$ cat src/rtl/video_timing_gen.sv
// video_timing_gen: parametrised raster timing generator.
// Produces pixel/line counters, sync pulses, active-display flag, end-of-active-line
// and new-frame pulses, and a frame counter. Position advances only when en_in is high.
// Optional feature macro: VTG_FRAME_COUNT_EN builds the frame counter; when it is
// undefined fc_out is tied to 0.
module video_timing_gen #(
   parameter int unsigned ACTIVE_H_PIXELS = 1280,
   parameter int unsigned H_FRONT_PORCH   = 110,
   parameter int unsigned H_SYNC_WIDTH    = 40,
   parameter int unsigned H_BACK_PORCH    = 220,
   parameter int unsigned ACTIVE_LINES    = 720,
   parameter int unsigned V_FRONT_PORCH   = 5,
   parameter int unsigned V_SYNC_WIDTH    = 5,
   parameter int unsigned V_BACK_PORCH    = 20,
   parameter logic        HS_POL          = 1'b1,
   parameter logic        VS_POL          = 1'b1,
   parameter int unsigned FRAME_MOD       = 60,
   localparam int unsigned TOTAL_PIXELS   = ACTIVE_H_PIXELS + H_FRONT_PORCH + H_SYNC_WIDTH + H_BACK_PORCH,
   localparam int unsigned TOTAL_LINES    = ACTIVE_LINES + V_FRONT_PORCH + V_SYNC_WIDTH + V_BACK_PORCH,
   localparam int unsigned FCW            = $clog2(FRAME_MOD),
   localparam int unsigned HW             = $clog2(TOTAL_PIXELS),
   localparam int unsigned VW             = $clog2(TOTAL_LINES)
) (
   input  logic           clk_pixel_in,
   input  logic           rst_in,
   input  logic           en_in,
   output logic [HW-1:0]  hcount_out,
   output logic [VW-1:0]  vcount_out,
   output logic           hs_out,
   output logic           vs_out,
   output logic           ad_out,
   output logic           nl_out,
   output logic           nf_out,
   output logic [FCW-1:0] fc_out
);

   localparam int unsigned HS_START = ACTIVE_H_PIXELS + H_FRONT_PORCH;
   localparam int unsigned HS_END   = HS_START + H_SYNC_WIDTH;
   localparam int unsigned VS_START = ACTIVE_LINES + V_FRONT_PORCH;
   localparam int unsigned VS_END   = VS_START + V_SYNC_WIDTH;
   localparam logic [HW-1:0] H_LAST = HW'(TOTAL_PIXELS - 1);
   localparam logic [VW-1:0] V_LAST = VW'(TOTAL_LINES - 1);

   typedef enum logic {PRIME, RUN} state_t;

   state_t          state_q;
   logic [HW-1:0]   hcount_q, h_d;
   logic [VW-1:0]   vcount_q, v_d;
   logic            hs_q, hs_d;
   logic            vs_q, vs_d;
   logic            ad_q, ad_d;
   logic            nl_q, nl_d;
   logic            nf_q, nf_d;
   logic [31:0]     h_x, v_x;

   // Next position: PRIME presents (0,0); RUN steps one pixel and wraps line/frame.
   always_comb begin
      // NOTE: every combinational output gets a default first so no latch is inferred.
      h_d = '0;
      v_d = '0;
      if (state_q == RUN) begin
         if (hcount_q == H_LAST) begin
            h_d = '0;
            v_d = (vcount_q == V_LAST) ? '0 : vcount_q + 1'b1;
         end else begin
            h_d = hcount_q + 1'b1;
            v_d = vcount_q;
         end
      end
   end

   // Decode the next position so every registered output matches the counters it ships with.
   always_comb begin
      h_x  = 32'(h_d);
      v_x  = 32'(v_d);
      ad_d = (h_x < ACTIVE_H_PIXELS) && (v_x < ACTIVE_LINES);
      hs_d = ((h_x >= HS_START) && (h_x < HS_END)) ? HS_POL : ~HS_POL;
      // vcount only changes on the horizontal wrap, so vsync naturally moves at hcount = 0.
      vs_d = ((v_x >= VS_START) && (v_x < VS_END)) ? VS_POL : ~VS_POL;
      nl_d = (h_x == ACTIVE_H_PIXELS) && (v_x < ACTIVE_LINES);
      nf_d = (h_x == ACTIVE_H_PIXELS) && (v_x == ACTIVE_LINES);
   end

   // State, position and decoded outputs; everything holds while en_in is low.
   always_ff @(posedge clk_pixel_in) begin
      // NOTE: sequential state uses non-blocking assignments so all registers update together.
      if (rst_in) begin
         state_q  <= PRIME;
         hcount_q <= '0;
         vcount_q <= '0;
         hs_q     <= ~HS_POL;
         vs_q     <= ~VS_POL;
         ad_q     <= 1'b0;
         nl_q     <= 1'b0;
         nf_q     <= 1'b0;
      end else if (en_in) begin
         state_q  <= RUN;
         hcount_q <= h_d;
         vcount_q <= v_d;
         hs_q     <= hs_d;
         vs_q     <= vs_d;
         ad_q     <= ad_d;
         nl_q     <= nl_d;
         nf_q     <= nf_d;
      end
   end

`ifdef VTG_FRAME_COUNT_EN
   logic [FCW-1:0] fc_q, fc_d;

   // Frame count steps on the enabled edge that brings nf_out high, modulo FRAME_MOD.
   always_comb begin
      fc_d = fc_q;
      if (nf_d) begin
         fc_d = (fc_q == FCW'(FRAME_MOD - 1)) ? '0 : fc_q + 1'b1;
      end
   end

   // Frame counter register, cleared on reset and frozen while stalled.
   always_ff @(posedge clk_pixel_in) begin
      if (rst_in) begin
         fc_q <= '0;
      end else if (en_in) begin
         fc_q <= fc_d;
      end
   end

   assign fc_out = fc_q;
`else
   assign fc_out = '0;
`endif

   assign hcount_out = hcount_q;
   assign vcount_out = vcount_q;
   assign hs_out     = hs_q;
   assign vs_out     = vs_q;
   assign ad_out     = ad_q;
   assign nl_out     = nl_q;
   assign nf_out     = nf_q;

endmodule

$ cat config.mk
export PLATFORM = sky130hd
export DESIGN_NAME = video_timing_gen
export DESIGN_NICKNAME = d
export VERILOG_FILES = /design/src/rtl/video_timing_gen.sv
export SDC_FILE = /design/constraint.sdc
export NUM_CORES = 1
export LEC_CHECK = 0
export ABC_AREA = 1
export CORE_ASPECT_RATIO = 0.8
export CORE_MARGIN = 2
export CORE_UTILIZATION = 35
export CTS_BUF_LIST = sky130_fd_sc_hd__clkbuf_4
export DETAILED_ROUTE_END_ITERATION = 10
export PLACE_DENSITY = 0.61
export SLEW_MARGIN = 0
export SYNTH_ARGS = -nofsm -noshare
export SYNTH_HDL_FRONTEND = slang
export SYNTH_SLANG_ARGS = --single-unit
$ cat constraint.sdc
create_clock -name clk_pixel_in -period 1.85 [get_ports clk_pixel_in]
set_input_delay 0.37 -clock clk_pixel_in [delete_from_list [all_inputs] [get_ports clk_pixel_in]]
set_output_delay 0.37 -clock clk_pixel_in [all_outputs]
set_load 0.02 [all_outputs]
==> impl_metrics.tcl <==
set metrics [dict create \
    status "complete, no violations" \
    ys_ff_latch 27 \
    clock_sinks 27 \
    startpoint_type "flop" \
    grt_max_degree 28 \
    finalClockSkew_ns 0.0152 \
    ys.flop_type "dfxtp_1" \
    hp-class "reg -> reg" \
    whs_ns 0.485 \
    min_from "hs_out" \
    die_w_um 89.1 \
    hold_violations 0 \
    fp.dieH_um 72.1 \
    setup_viol 0 \
    p_comb_frac 0.283 \
    vias 2298 \
    syn_avg_cell_area_um2 5.93 \
    overflow 0 \
    tns_ns 0 \
    drc 0 \
    crit_fanout 6 \
    r2r_slack_ns 0.03 \
    critPathKind "reg -> reg" \
    syn_inst 342 \
    drive_gt1_frac 0.265 \
    rr_endpoint "ad_out" \
    r2r-start "hcount_out[1]" \
    grt_pass1_wl_um 9720 \
    cp.arrival_ns 2.12 \
    drt-vias-per-instance 4.88 \
    synthTopCellsByArea "dfxtp_1 (27%), nand2_1 (17%), nand3_1 (9.1%), inv_1 (7.8%), nor2_1 (7.0%)" \
    rows 24 \
    cts_max_path_buffers 2 \
    drv_slew 0 \
    antenna_found_initial 0 \
    synth_top_area_cell "dfxtp_1" \
    r2r_cells 13 \
    io-pin-count 35 \
    ctsHoldBuffers 0 \
    root_buffer "clkbuf_4" \
    min_path_cells 2 \
    portBuffers 28 \
    die_area_um2 6420 \
    grt_usage 0.192 \
    cts_tree "done" \
    hold_end "hs_out" \
    power.share.switching 0.361 \
    diodes 0 \
    pre_cts_slack_ns -0.0139 \
    first_pass_iters 4 \
    synthTopCellsByCount "nand2_1 (91), inv_1 (42), nor2_1 (38)" \
    power_frac_seq 0.497 \
    synth-seq-area-share 0.267 \
    design.core.area_um2 5530 \
    rsz0062_at_grt "true" \
    syn_to_final_growth_pct 40.8 \
    ys_warn_count 0 \
    clkSlewWorstSetupHoldPaths_ns 0.17 \
    netlist.area_leader.share 0.267 \
    fin_nets 401 \
    leakagePower_uw 0.00135 \
    h-tree-depth 1 \
    layout_setup_ws_ns 0.0285 \
    netSwitchingPower_uw 479 \
    drt_iter0_drc 212 \
    cp.required_ns 2.15 \
    place.gp.congestion 0.895 \
    grt_pass1_vias 2032 \
    synth_edf_count 0 \
    crit_path_end_kind "flop" \
    hpwl_um 4340 \
    clk_latency_ns 0.35 \
    ant_nets 0 \
    pwr-share-clk 0.220 \
    period_minus_slack_ns 1.82 \
    powerDensity_nw_per_um2 465 \
    p_int_uw 849 \
    drt-wirelength-per-cell_um 12.7 \
    max_cap_violations 0 \
    yosysMostFrequentCell "nand2_1" \
    syn-cell-area_um2 2030 \
    fmax_ghz 0.549 \
    numCtsBuffers 3 \
    async_reset_ff_frac 0 \
    synthDistinctLibCells 30 \
    initial_core_util 0.367 \
    period_share 0.985 \
    ir_drop_v 0.000356 \
    wl_um 6000 \
]
==> registers in the layout (all words and copies together) (netlist names) <==
register and cells:
vs_out 1, nl_out 1, vcount_out 10, hcount_out 11, state_q 1, ad_out 1
hs_out 1, nf_out 1
==> stage by stage <==
stage,cell area [um2],std cells,total power (uW),utilization
finish,2860,471,1330,0.517
global route,2860,471,1420,0.517
CTS,2570,464,1300,0.465
detailed placement,2520,459,1010,0.456
global placement,2520,459,1010,0.456
floorplan,2050,347,873,-
==> repair_timing <==
action,in CTS,in global routing
endpoints found under the setup margin,19,13
gates cloned,1,0
setup buffers,0,7
resized for setup,22,72
pin swaps,1,26
==> worst max-delay path by stage <==
stage / from / end / slack [ns] / cells after the start
6_report: hcount_out[1] / ad_out / 0.03 / 13
5_1_grt: hcount_out[7] / ad_out / -0.05 / 12
4_1_cts: vcount_out[3] / vcount_out[3] / -0.003 / 2
3_5_place_dp: hcount_out[1] / vs_out / -0.01 / 14
3_3_place_gp: hcount_out[2] / vs_out / 0.03 / 12
2_1_floorplan: hcount_out[1] / nl_out / 0.05 / 11
==> worst max-delay path, cell delays in order, from the launching register on <==
cell and delay [ns]:
dfxtp_4 0.39, inv_4 0.06, ha_4 0.15, nand2_4 0.05, nor2_4 0.13, nand3_4 0.15, nand2_4 0.14, nand2_4 0.10
buf_4 0.15, nand3_1 0.12, inv_1 0.05, nand2_1 0.09, nand2_1 0.07, a21oi_1 0.13
==> layer usage <==
layer | track usage | part of all wire | up-vias
met1 | 0.302 | 0.52 | 1036
met2 | 0.275 | 0.42 | 67
li1 | - | - | 1193
met3 | 0.0307 | 0.057 | 2
met5 | 0 | 0 | -
met4 | 0.0365 | 0.0057 | 0
==> logic make-up after synthesis <==
logic type               synth area share
AO/OA/AOI/OAI                       0.152
XOR/XNOR                          0.00864
adder cells (fa/ha/maj)            0.0247
buffers and inverters               0.134
flip-flops                          0.267
other                             0.00185
AND/OR/NAND/NOR                     0.412
==> cells in the final DEF (no fill, tap or decap), types with 5 or more instances in the layout <==
| master | synthesis | layout |
|---|---|---|
| buf_4 | 6 | 29 |
| nor2_1 | 38 | 26 |
| dfxtp_2 | 0 | 8 |
| nand2_2 | 6 | 10 |
| dlymetal6s2s_1 | 0 | 5 |
| nand2_4 | 0 | 5 |
| nand3_4 | 1 | 5 |
| nand3_1 | 37 | 31 |
| conb_1 | 1 | 6 |
| nor2_2 | 2 | 8 |
| nand3_2 | 2 | 5 |
| nor2_4 | 1 | 7 |
| dfxtp_1 | 27 | 14 |
| o21ai_0 | 25 | 22 |
| clkdlybuf4s50_1 | 0 | 11 |
| nand4_1 | 8 | 8 |
| inv_1 | 42 | 40 |
| a21oi_1 | 25 | 24 |
| nand2_1 | 91 | 82 |
| dlygate4sd2_1 | 0 | 12 |
| dfxtp_4 | 0 | 5 |
==> power by group through the flow <==
stage	sequential [uW]	clock, uW	combinational, uW
final	660	292	376
after global routing	668	336	415
after CTS	657	311	335
after detailed placement	669	0	340
after global placement	669	0	338
after floorplan	696	0	176
==> layout make-up <==
| type | instances | area [um2] |
|---|---|---|
| fill | 559 | 2670 |
| multi-input combinational | 258 | 1450 |
| sequential | 27 | 569 |
| timing repair buffer | 59 | 527 |
| inverter | 45 | 179 |
| tap | 78 | 97.6 |
| clock buffer | 3 | 22.5 |
| clock inverter | 1 | 8.76 |
No activity file was read; power rests on OpenSTA's default activity.
